<file path="src/rtl/rcd_parity_pkg.sv">
// Shared definitions for the RCD parity alert path.
//   alert_state_e : alert FSM encoding (IDLE=0, ALERT=1, BLOCK=2; 3 is illegal)
//   DEF_*         : default widths used by the controller and its interface
//   sat_inc       : saturating increment for counters up to 32 bits wide
package rcd_parity_pkg;

  localparam int DEF_NUM_BUSES = 4;
  localparam int DEF_DWIDTH    = 64;
  localparam int DEF_PW_WIDTH  = 8;
  localparam int DEF_CNT_WIDTH = 16;

  typedef enum logic [1:0] {
    IDLE  = 2'd0,
    ALERT = 2'd1,
    BLOCK = 2'd2
  } alert_state_e;

  // v is a w-bit counter zero-extended to 32 bits; holds at the w-bit all-ones value.
  function automatic logic [31:0] sat_inc(input logic [31:0] v, input int unsigned w);
    logic [31:0] max_v;
    max_v = (w >= 32) ? 32'hFFFF_FFFF : ((32'd1 << w) - 32'd1);
    return (v >= max_v) ? v : v + 32'd1;
  endfunction

endpackage

</file>
<file path="src/rtl/parity_alert_ctrl_if.sv">
// Bus from the parity checker into the alert controller.
//   err_valid  : qualified error strobe
//   err_vector : per-bus parity error flags, bit i = bus i
//   bus_in     : the words the checker evaluated this cycle, parity in the MSB
// Modports: master = checker side (drives), slave = controller side (samples).
interface parity_alert_ctrl_if #(
  parameter int NUM_BUSES = 4,
  parameter int DWIDTH    = 64
);
  logic                             err_valid;
  logic [NUM_BUSES-1:0]             err_vector;
  logic [NUM_BUSES-1:0][DWIDTH:0]   bus_in;

  modport master (output err_valid, err_vector, bus_in);
  modport slave  (input  err_valid, err_vector, bus_in);
endinterface

</file>
<file path="src/rtl/parity_alert_timer.sv">
// ALERT_n pulse-width counter.
//   clk, rst  : clock, async active-high reset
//   load_i    : load the counter with max(width_i,1)
//   dec_i     : count down one step (held while the alert is active)
//   width_i   : configured pulse width; 0 is treated as 1
//   last_o    : counter equals 1, i.e. this is the final alert cycle
module parity_alert_timer #(
  parameter int PW_WIDTH = 8
) (
  input  logic                clk,
  input  logic                rst,
  input  logic                load_i,
  input  logic                dec_i,
  input  logic [PW_WIDTH-1:0] width_i,
  output logic                last_o
);

  logic [PW_WIDTH-1:0] cnt_q, cnt_d;

  always_comb begin
    cnt_d = cnt_q;
    if (load_i)
      cnt_d = (width_i == '0) ? PW_WIDTH'(1) : width_i;
    else if (dec_i && (cnt_q != '0))
      cnt_d = cnt_q - PW_WIDTH'(1);
  end

  always_ff @(posedge clk or posedge rst) begin
    if (rst) cnt_q <= '0;
    else     cnt_q <= cnt_d;
  end

  assign last_o = (cnt_q == PW_WIDTH'(1));

endmodule

</file>
<file path="src/rtl/parity_alert_ctrl.sv">
// Parity alert controller: turns checker error strobes into a timed active-low
// ALERT_n pulse, blocks command forwarding until software clears it, logs the
// first failing bus/word and keeps a saturating error count.
//   clk, rst         : clock, async active-high reset
//   chk_if (slave)   : err_valid / err_vector / bus_in from the parity checker
//   cfg_pulse_width  : ALERT_n low time in cycles (0 behaves as 1)
//   cfg_block_en     : hold cmd_block after the pulse until clr
//   clr              : clear sticky log / block state
//   alert_n, cmd_block, err_sticky, err_log_*, err_count, err_overflow, state_o
// Build option: PARITY_ALERT_LOG_EN builds the log registers; without it the
// three err_log_* outputs are tied to zero.
module parity_alert_ctrl
  import rcd_parity_pkg::*;
#(
  parameter int NUM_BUSES = DEF_NUM_BUSES,
  parameter int DWIDTH    = DEF_DWIDTH,
  parameter int PW_WIDTH  = DEF_PW_WIDTH,
  parameter int CNT_WIDTH = DEF_CNT_WIDTH
) (
  input  logic                  clk,
  input  logic                  rst,
  parity_alert_ctrl_if.slave    chk_if,
  input  logic [PW_WIDTH-1:0]   cfg_pulse_width,
  input  logic                  cfg_block_en,
  input  logic                  clr,
  output logic                  alert_n,
  output logic                  cmd_block,
  output logic                  err_sticky,
  output logic [7:0]            err_log_bus_id,
  output logic [NUM_BUSES-1:0]  err_log_vector,
  output logic [DWIDTH:0]       err_log_word,
  output logic [CNT_WIDTH-1:0]  err_count,
  output logic                  err_overflow,
  output logic [1:0]            state_o
);

  alert_state_e state_q, state_d;
  logic err_evt, tmr_last, capture, clear;
  logic alert_n_q, alert_n_d, cmd_block_q, cmd_block_d;
  logic sticky_q, sticky_d, ovf_q, ovf_d;
  logic [CNT_WIDTH-1:0] cnt_q, cnt_d;

  // A strobe with an empty vector is not an event at all.
  assign err_evt = chk_if.err_valid && (|chk_if.err_vector);
  assign capture = (state_q == IDLE) && err_evt;
  // clr is honoured in IDLE and BLOCK only; in IDLE a coincident error re-sets
  // the sticky/log afterwards, in BLOCK the clear wins outright.
  assign clear   = clr && ((state_q == IDLE) || (state_q == BLOCK));

  parity_alert_timer #(.PW_WIDTH(PW_WIDTH)) u_timer (
    .clk     (clk),
    .rst     (rst),
    .load_i  (capture),
    .dec_i   (state_q == ALERT),
    .width_i (cfg_pulse_width),
    .last_o  (tmr_last)
  );

  // FSM state register
  always_ff @(posedge clk or posedge rst) begin
    if (rst) state_q <= IDLE;
    else     state_q <= state_d;
  end

  // FSM next state
  always_comb begin
    state_d = state_q;
    case (state_q)
      IDLE:    if (err_evt)  state_d = ALERT;
      ALERT:   if (tmr_last) state_d = cfg_block_en ? BLOCK : IDLE;
      BLOCK:   if (clr)      state_d = IDLE;
      default:               state_d = IDLE;
    endcase
  end

  // FSM outputs: computed from the next state so the pins are registered yet
  // change in the same cycle the state does.
  always_comb begin
    alert_n_d   = (state_d != ALERT);
    cmd_block_d = (state_d == ALERT) || (state_d == BLOCK);
  end

  // Count, sticky and overflow
  always_comb begin
    cnt_d    = err_evt ? CNT_WIDTH'(sat_inc(32'(cnt_q), CNT_WIDTH)) : cnt_q;
    sticky_d = sticky_q;
    ovf_d    = ovf_q;
    if (clear) begin
      sticky_d = 1'b0;
      ovf_d    = 1'b0;
    end
    if (capture) sticky_d = 1'b1;
    if (err_evt && ((state_q == ALERT) || ((state_q == BLOCK) && !clr)))
      ovf_d = 1'b1;
  end

  always_ff @(posedge clk or posedge rst) begin
    if (rst) begin
      alert_n_q   <= 1'b1;
      cmd_block_q <= 1'b0;
      sticky_q    <= 1'b0;
      ovf_q       <= 1'b0;
      cnt_q       <= '0;
    end else begin
      alert_n_q   <= alert_n_d;
      cmd_block_q <= cmd_block_d;
      sticky_q    <= sticky_d;
      ovf_q       <= ovf_d;
      cnt_q       <= cnt_d;
    end
  end

`ifdef PARITY_ALERT_LOG_EN
  logic [7:0]           sel_id, log_id_q, log_id_d;
  logic [DWIDTH:0]      sel_word, log_word_q, log_word_d;
  logic [NUM_BUSES-1:0] log_vec_q, log_vec_d;

  // Lowest failing bus: scan high to low so the last hit is the lowest index.
  always_comb begin
    sel_id   = '0;
    sel_word = '0;
    for (int i = NUM_BUSES-1; i >= 0; i--) begin
      if (chk_if.err_vector[i]) begin
        sel_id   = 8'(i);
        sel_word = chk_if.bus_in[i];
      end
    end
  end

  always_comb begin
    log_id_d   = log_id_q;
    log_word_d = log_word_q;
    log_vec_d  = log_vec_q;
    if (clear) begin
      log_id_d   = '0;
      log_word_d = '0;
      log_vec_d  = '0;
    end
    if (capture) begin
      log_id_d   = sel_id;
      log_word_d = sel_word;
      log_vec_d  = chk_if.err_vector;
    end
  end

  always_ff @(posedge clk or posedge rst) begin
    if (rst) begin
      log_id_q   <= '0;
      log_word_q <= '0;
      log_vec_q  <= '0;
    end else begin
      log_id_q   <= log_id_d;
      log_word_q <= log_word_d;
      log_vec_q  <= log_vec_d;
    end
  end

  assign err_log_bus_id = log_id_q;
  assign err_log_vector = log_vec_q;
  assign err_log_word   = log_word_q;
`else
  assign err_log_bus_id = '0;
  assign err_log_vector = '0;
  assign err_log_word   = '0;
`endif

  assign alert_n      = alert_n_q;
  assign cmd_block    = cmd_block_q;
  assign err_sticky   = sticky_q;
  assign err_count    = cnt_q;
  assign err_overflow = ovf_q;
  assign state_o      = state_q;

endmodule

</file>
<file path="src/flat_wrapper.sv">
// flat-port wrapper written by rule: the top's interface ports become plain ports
module parity_alert_ctrl_flat import rcd_parity_pkg::*;
#(
  parameter int NUM_BUSES = DEF_NUM_BUSES,
  parameter int DWIDTH    = DEF_DWIDTH,
  parameter int PW_WIDTH  = DEF_PW_WIDTH,
  parameter int CNT_WIDTH = DEF_CNT_WIDTH
)
  (clk, rst, cfg_pulse_width, cfg_block_en, clr, alert_n, cmd_block, err_sticky, err_log_bus_id, err_log_vector, err_log_word, err_count, err_overflow, state_o, chk_if_err_valid, chk_if_err_vector, chk_if_bus_in);
  parity_alert_ctrl_if #(.NUM_BUSES(NUM_BUSES), .DWIDTH(DWIDTH)) chk_if_i ();
  input  logic clk;
  input  logic rst;
  input  logic [PW_WIDTH-1:0] cfg_pulse_width;
  input  logic cfg_block_en;
  input  logic clr;
  output logic alert_n;
  output logic cmd_block;
  output logic err_sticky;
  output logic [7:0] err_log_bus_id;
  output logic [NUM_BUSES-1:0] err_log_vector;
  output logic [DWIDTH:0] err_log_word;
  output logic [CNT_WIDTH-1:0] err_count;
  output logic err_overflow;
  output logic [1:0] state_o;
  input wire logic [$bits(chk_if_i.err_valid)-1:0] chk_if_err_valid;
  input wire logic [$bits(chk_if_i.err_vector)-1:0] chk_if_err_vector;
  input wire logic [$bits(chk_if_i.bus_in)-1:0] chk_if_bus_in;
  assign chk_if_i.err_valid = chk_if_err_valid;
  assign chk_if_i.err_vector = chk_if_err_vector;
  assign chk_if_i.bus_in = chk_if_bus_in;
  parity_alert_ctrl #(.NUM_BUSES(NUM_BUSES), .DWIDTH(DWIDTH), .PW_WIDTH(PW_WIDTH), .CNT_WIDTH(CNT_WIDTH)) u_core (.clk(clk), .rst(rst), .chk_if(chk_if_i), .cfg_pulse_width(cfg_pulse_width), .cfg_block_en(cfg_block_en), .clr(clr), .alert_n(alert_n), .cmd_block(cmd_block), .err_sticky(err_sticky), .err_log_bus_id(err_log_bus_id), .err_log_vector(err_log_vector), .err_log_word(err_log_word), .err_count(err_count), .err_overflow(err_overflow), .state_o(state_o));
endmodule
</file>
<file path="config.mk">
export PLATFORM = sky130hd
export DESIGN_NAME = parity_alert_ctrl_flat
export DESIGN_NICKNAME = d
export VERILOG_FILES = /design/src/rtl/rcd_parity_pkg.sv /design/src/rtl/parity_alert_ctrl_if.sv /design/src/rtl/parity_alert_timer.sv /design/src/rtl/parity_alert_ctrl.sv /design/src/flat_wrapper.sv
export SDC_FILE = /design/constraint.sdc
export NUM_CORES = 1
export LEC_CHECK = 0
export ABC_AREA = 1
export BUFFER_PORTS_ARGS = -buffer_cell sky130_fd_sc_hd__buf_2
export CAP_MARGIN = 20
export CORE_AREA = 2 2 147 149
export DETAILED_ROUTE_END_ITERATION = 8
export DIE_AREA = 0 0 149 151
export MAX_ROUTING_LAYER = met4
export SLEW_MARGIN = 20
export SYNTH_ARGS = -nofsm -noshare
export SYNTH_HDL_FRONTEND = slang
export SYNTH_HIERARCHICAL = 1
export SYNTH_SLANG_ARGS = --single-unit
</file>
<file path="constraint.sdc">
create_clock -name clk -period 1.8 [get_ports clk]
set_clock_uncertainty 0.2 [all_clocks]
set_input_delay 0.18 -clock clk [delete_from_list [all_inputs] [get_ports clk]]
set_output_delay 0.18 -clock clk [all_outputs]
set_load 0.03 [all_outputs]
</file>
======== Word level (Yosys, flattened, before mapping) ========
Index checks and enable logic that the tools add are counted.
operators by class
  equal/unequal tests ..................... 6
  $lt $le $gt $ge ......................... 1
  bitwise gates (word level) .............. 1
  reduce and logical (&&, ||, !) cells .... 18
  multiplexer cells ....................... 11
  $add $sub $neg .......................... 2
operators with widths
  kind                   number
  $mux 8                 3
  $add 16x1->16 const B  1
  $ge 16x16->1 const B   1
  $eq 8x1->1 const B     1
  $logic_not 8->1        1
  $mux 2                 4
  $reduce_bool 8->1      1
  $sub 8x1->8 const B    1
  $logic_and 1x1->1      6
  $pmux 2 s3             1
  $reduce_bool 2->1      3
  $eq 2x1->1 const B     2
  $eq 2x2->1 const B     2
  $reduce_or 4->1        1
  $logic_or 1x1->1       3
  $mux 1                 3
  $logic_not 2->1        1
  $ne 2x1->1 const B     1
  $reduce_and 2->1       1
  $logic_not 1->1        1
  $not 1->1              1
word-level totals
  output and inout port bits .............. 99
  logic and storage cells ................. 46
  bits of input ports ..................... 277
  bits in registers ....................... 30

======== Longest topological paths before layout ========
  depth after elaboration ................. 6
  depth in mapped cells ................... 12

======== Hierarchy ========
The synthesis kept the hierarchy.
by module, submodules not included
  module              times used  sequential area each (um^2)  cells each  area an instance (um^2)
  parity_alert_ctrl   1           551.8                        255         1,891.8
  parity_alert_timer  1           200.2                        101         648.1

======== Worst setup path before layout ========
OpenSTA, ideal clock, no wires.
  kind .................................... flip-flop to flip-flop
  from .................................... reg u_core.cnt_q[0], in the netlist u_core/err_count[0]
  to ...................................... reg u_core.cnt_q[9], in the netlist u_core/err_count[9]
  buffers on the path ..................... 1
  data required time ...................... 1,482 ps
  arrival time ............................ 1,554 ps
  setup slack ............................. -73 ps
  setup time .............................. 118 ps
  stages on the path, launching flop included .. 10
  cell sequence ........................... dfrtp_1 ha_1 nand3_2 inv_2 nand2_2 nor2_4 nor2_4 buf_6 nand2_2 o21ai_2
on the way
  cells in the longest elaborated chain, start to end .. 3
  elaborated cells on any way between the ends .. 4
RTL lines
  element                            RTL line                  RTL
  from (decl)                        parity_alert_ctrl.sv:41   logic [CNT_WIDTH-1:0] cnt_q, cnt_d;
  from (signal assigned)             parity_alert_ctrl.sv:109  cnt_q <= cnt_d;
  $ge 16x16->1                       rcd_parity_pkg.sv:22      return (v >= max_v) ? v : v + 32'd1;
  $not 1->1 (no source line)         --
  $reduce_and 2->1 (no source line)  --
Several ways; a longest one is shown, not always the timed one.
A chain may end at the register's enable or synchronous reset.

======== Worst setup path in the final report ========
  from .................................... reg u_core.u_timer.cnt_q[1]
  to ...................................... reg u_core.cmd_block_q, in the netlist u_core/cmd_block
on the way
  cells in the longest elaborated chain, start to end .. 5
  elaborated cells on any way between the ends .. 6
RTL lines
  element                                   RTL line                  RTL
  from (decl)                               parity_alert_timer.sv:18  logic [PW_WIDTH-1:0] cnt_q, cnt_d;
  from (signal assigned)                    parity_alert_timer.sv:30  else cnt_q <= cnt_d;
  $eq 8x1->1 (*)                            parity_alert_timer.sv:33  assign last_o = (cnt_q == PW_WIDTH'(1));
  via u_core.tmr_last                       parity_alert_ctrl.sv:38   logic err_evt, tmr_last, capture, clear;
  $mux 2 (*)                                parity_alert_ctrl.sv:70   ALERT: if (tmr_last) state_d = cfg_block_en ? BLOCK : IDLE;
  $pmux 2 s3 (*)                            parity_alert_ctrl.sv:68   case (state_q)
  via u_core.state_d[0]                     parity_alert_ctrl.sv:37   alert_state_e state_q, state_d;
  $eq 2x1->1 or $eq 2x2->1 (tied branches)  parity_alert_ctrl.sv:80   cmd_block_d = (state_d == ALERT) || (state_d == BLOCK);
  $logic_or 1x1->1 (*)                      parity_alert_ctrl.sv:80
  via u_core.cmd_block_d                    parity_alert_ctrl.sv:39   logic alert_n_q, alert_n_d, cmd_block_q, cmd_block_d;
  to (signal assigned)                      parity_alert_ctrl.sv:106  cmd_block_q <= cmd_block_d;
  to (decl)                                 parity_alert_ctrl.sv:39
Mark *: on every way through the listed nets, which the timed path passes. The rest lies on a longest branch.

==> run_summary.xml <==
<?xml version="1.0" encoding="UTF-8"?>
<metrics>
  <group name="sta">
    <metric name="final.period_utilization" unit="%">94.0</metric>
    <metric name="final.setup.worst_slack" unit="ns">0.108</metric>
    <metric name="rsz0062_at_grt" unit="">false</metric>
    <metric name="report.final.hold_viol_count" unit="">0</metric>
    <metric name="finalCriticalPeriod" unit="ns">1.69</metric>
    <metric name="setup-violations-final" unit="">0</metric>
    <metric name="top_achievable_clock_speed" unit="GHz">0.591</metric>
    <metric name="fin_setup_tns" unit="ns">0</metric>
    <metric name="fin_hold_ws" unit="ns">0.0332</metric>
    <metric name="final_max_slew_viol_count" unit="">0</metric>
  </group>
  <group name="place">
    <metric name="pre_cts_slack" unit="ns">0.0747</metric>
    <metric name="count_of_buffers_from_port_buffering" unit="">38</metric>
    <metric name="place_inst" unit="">677</metric>
    <metric name="globalplace.congestion" unit="">0.809</metric>
    <metric name="post_detailed_placement_half_perimeter_wirelength" unit="um">5010</metric>
  </group>
  <group name="floorplanning">
    <metric name="ios" unit="">376</metric>
    <metric name="placeableCoreArea" unit="um2">20800</metric>
    <metric name="initial_core_util" unit="%">12.2</metric>
    <metric name="die_y" unit="um">151</metric>
    <metric name="chipWidth" unit="um">149</metric>
    <metric name="area_enclosed_by_the_die_boundary" unit="um2">22500</metric>
    <metric name="standard_cell_rows" unit="">53</metric>
  </group>
  <group name="worst_setup_path">
    <metric name="criticalPathCategory" unit="">flop to flop</metric>
    <metric name="worstPathRequired" unit="ns">1.82</metric>
    <metric name="r2r-start" unit="">u_core/u_timer/cnt_q[1]$_DFFE_PP0P_</metric>
    <metric name="endpoint_kind" unit="">flop</metric>
    <metric name="critical_path.top_delay_family" unit="">adder cells</metric>
    <metric name="critPathSlowestCell" unit="">dfrtp_1</metric>
    <metric name="crit_path_cell_trace" unit="">inv_1 &gt; ha_1 &gt; nand2_1 &gt; nor2_2 &gt; o31ai_1 &gt; ha_1 &gt; inv_1</metric>
    <metric name="category_of_the_worst_setup_path_launch_point" unit="">flop</metric>
    <metric name="cp-startpoint" unit="">u_core/u_timer/cnt_q[1]$_DFFE_PP0P_</metric>
    <metric name="critical_path_buf_inv_count" unit="">2</metric>
    <metric name="delay_of_the_slowest_cell_on_the_worst_path" unit="ns">0.35</metric>
    <metric name="crit_path_max_fanout" unit="">4</metric>
    <metric name="crit_arrival" unit="ns">1.71</metric>
  </group>
  <group name="clock_network">
    <metric name="clock-sinks" unit="">30</metric>
    <metric name="cts-root-buf" unit="">clkbuf_16</metric>
    <metric name="cts_tree" unit="">done</metric>
    <metric name="cts-root-to-sink-buffers" unit="">2</metric>
    <metric name="ctsHtreeMaxLevel" unit="">2</metric>
    <metric name="clock_insertion_delay_worst_skew" unit="ns">0.28</metric>
    <metric name="cts_buffers" unit="">5</metric>
    <metric name="cts.reportedPaths.clkPinSlew" unit="ns">0.05</metric>
  </group>
  <group name="yosys">
    <metric name="synth_seq_cells" unit="">30</metric>
    <metric name="synth-seq-area-share" unit="%">29.6</metric>
    <metric name="netlist_area" unit="um2">2540</metric>
    <metric name="postSynthCellCount" unit="">356</metric>
    <metric name="synth.distinct_cells" unit="">29</metric>
    <metric name="count_of_flip_flops_with_a_built_in_enable_after_synthesis" unit="">0</metric>
    <metric name="syn_area_per_cell" unit="um2">7.13</metric>
    <metric name="asyncSetResetFlopFracSynth" unit="%">100</metric>
    <metric name="synth.yosys.warnings" unit="">6</metric>
    <metric name="ys.flop_type" unit="">dfrtp_1</metric>
  </group>
  <group name="finish">
    <metric name="area_delta_synth_final" unit="%">20.8</metric>
    <metric name="diodes" unit="">0</metric>
    <metric name="fill_cell_count" unit="">2436</metric>
    <metric name="stdcell_count" unit="">691</metric>
    <metric name="layout.nets" unit="">697</metric>
    <metric name="final_layout_size_suffix_gt1_share" unit="%">22.6</metric>
  </group>
  <group name="drt">
    <metric name="drt_pass1_iterations" unit="">4</metric>
    <metric name="detail_route.wl_per_cell" unit="um">8.79</metric>
    <metric name="drt_first_iter_violations" unit="">63</metric>
    <metric name="routed-wl-met3" unit="um">474</metric>
    <metric name="route.detailed.drc" unit="">0</metric>
    <metric name="met1_length" unit="um">2760</metric>
    <metric name="dr.max_layer_used" unit="">met4</metric>
    <metric name="detailroute.wirelength.met2" unit="um">2800</metric>
    <metric name="drt.antenna.violating_nets" unit="">0</metric>
    <metric name="avgViaCountPerCell" unit="">3.05</metric>
    <metric name="vias" unit="">2110</metric>
    <metric name="detail_route.wirelength" unit="um">6080</metric>
  </group>
  <group name="outcome">
    <metric name="run_status" unit="">finished, final reports clean</metric>
  </group>
  <group name="flow_run">
    <metric name="maxCapViolations" unit="">0</metric>
  </group>
  <group name="worst_hold_path">
    <metric name="worst_hold_path_type" unit="">input port to flop</metric>
    <metric name="hold_path_startpoint" unit="">clr</metric>
  </group>
  <group name="global_routing">
    <metric name="largest_net_degree_at_the_start_of_global_routing" unit="">23</metric>
    <metric name="first_pass_grt_wire_length" unit="um">9430</metric>
    <metric name="grt_remaining_overflow" unit="">0</metric>
    <metric name="grt_pass1_vias" unit="">1887</metric>
    <metric name="total_routing_usage_reported_by_global_routing" unit="%">5.52</metric>
    <metric name="antenna_found_initial" unit="">0</metric>
  </group>
  <group name="power_and_ir_drop">
    <metric name="leak_pwr" unit="nW">1.53</metric>
    <metric name="power_density" unit="nW/um2">1250</metric>
    <metric name="peakVddDrop" unit="V">0.000568</metric>
  </group>
</metrics>
==> placed cells by master (no fill, tap or decap), types with 7 or more instances in the layout <==
master | Yosys | routed
buf_2 | 0 | 38
buf_4 | 77 | 13
conb_1 | 1 | 77
dfrtp_1 | 29 | 27
inv_1 | 30 | 30
nand2_1 | 98 | 98
nand2_2 | 7 | 7
nand3_1 | 23 | 23
nand4_1 | 7 | 7
nor2_1 | 31 | 29
o21ai_2 | 7 | 7
==> metal layers <==
metal / GRT usage [%] / up-vias
met3: 1.48 / 5
met4: 1.33 / 0
met5: - / -
met2: 8.96 / 92
li1: - / 1069
met1: 6.85 / 944
==> metrics by stage <==
step	power, mW	instance area (um2)	util (%)
floorplan	2.60	2830	-
global placement	2.94	2850	13.7
detailed placement	2.98	2850	13.7
CTS	3.87	3050	14.6
global route	4.18	3070	14.7
finish	3.84	3070	14.7
==> cells in the mapped netlist (2+ instances only) <==
| cell | n | area, um2 |
|---|---|---|
| nand3_1 | 23 | 115 |
| xnor2_1 | 2 | 17.5 |
| inv_2 | 4 | 15.0 |
| o21ai_1 | 4 | 20.0 |
| nor2_4 | 3 | 33.8 |
| nor2_2 | 3 | 18.8 |
| nor3_1 | 3 | 15.0 |
| nor2_1 | 31 | 116 |
| nand4_1 | 7 | 43.8 |
| o21ai_0 | 6 | 30.0 |
| buf_6 | 2 | 22.5 |
| nand2_1 | 98 | 368 |
| inv_1 | 30 | 113 |
| dfrtp_1 | 29 | 726 |
| nand2_2 | 7 | 43.8 |
| buf_4 | 77 | 578 |
| ha_1 | 5 | 62.6 |
| xor2_1 | 5 | 43.8 |
| o21ai_2 | 7 | 61.3 |
==> cell families after synthesis <==
kind of cell / after synthesis / synth area share, %
buffers and inverters: 115 / 29.0
adder cells (fa/ha/maj): 5 / 2.46
flip-flops: 30 / 29.6
AND/OR/NAND/NOR: 178 / 30.8
XOR/XNOR: 7 / 2.41
other: 1 / 0.148
AO/OA/AOI/OAI: 20 / 5.57
==> sequential cells by signal, summed over array words and instances (netlist names) <==
signal / flops
u_core/cmd_block: 1
u_core/err_count: 16
u_core/state_o: 2
u_core/u_timer/cnt_q: 8
u_core/alert_n: 1
u_core/err_overflow: 1
u_core/err_sticky: 1
==> worst min-delay path: stages <==
cell	delay, ns
buf_2	0.10
inv_1	0.05
o21ai_0	0.07
nand2_1	0.06
==> what timing repair did <==
item / CTS / global route
hold buffers: 5 / 0
gates resized for setup: 0 / 4
hold endpoints to repair: 33 / 0
buffers inserted: 0 / 1
setup endpoints to repair: 0 / 6
==> layout make-up <==
cell class                 count  area [um2]  area share (%)
clock buffer                   6         139            4.53
multi-input combinational    287        1350            43.9
sequential                    30         754            24.6
inverter                      35         133            4.32
clock inverter                 2        12.5           0.408
timing repair buffer          56         338            11.0
tap                          275         344            11.2
==> final timing paths <==
| path | cells past startpoint | slack [ns] | end |
|---|---|---|---|
| setup / recovery | 7 | 0.11 | u_core/cmd_block$_DFF_PP0_ |
| max in group asynchronous | 4 | 0.79 | u_core/alert_n$_DFF_PP1_ |
| min in group asynchronous | 3 | 0.24 | u_core/u_timer/cnt_q[2]$_DFFE_PP0P_ |
| hold reg to reg | 2 | 0.32 | u_core/err_sticky$_DFFE_PP0P_ |
| hold / removal | 4 | 0.03 | u_core/err_sticky$_DFFE_PP0P_ |
| setup reg to reg | 7 | 0.11 | u_core/cmd_block$_DFF_PP0_ |
==> power breakdown <==
group	switching [mW]	internal, mW
sequential	0.250	0.902
combinational	1.25	0.580
clock	0.302	0.547
Power figures use the tool's default switching activity.
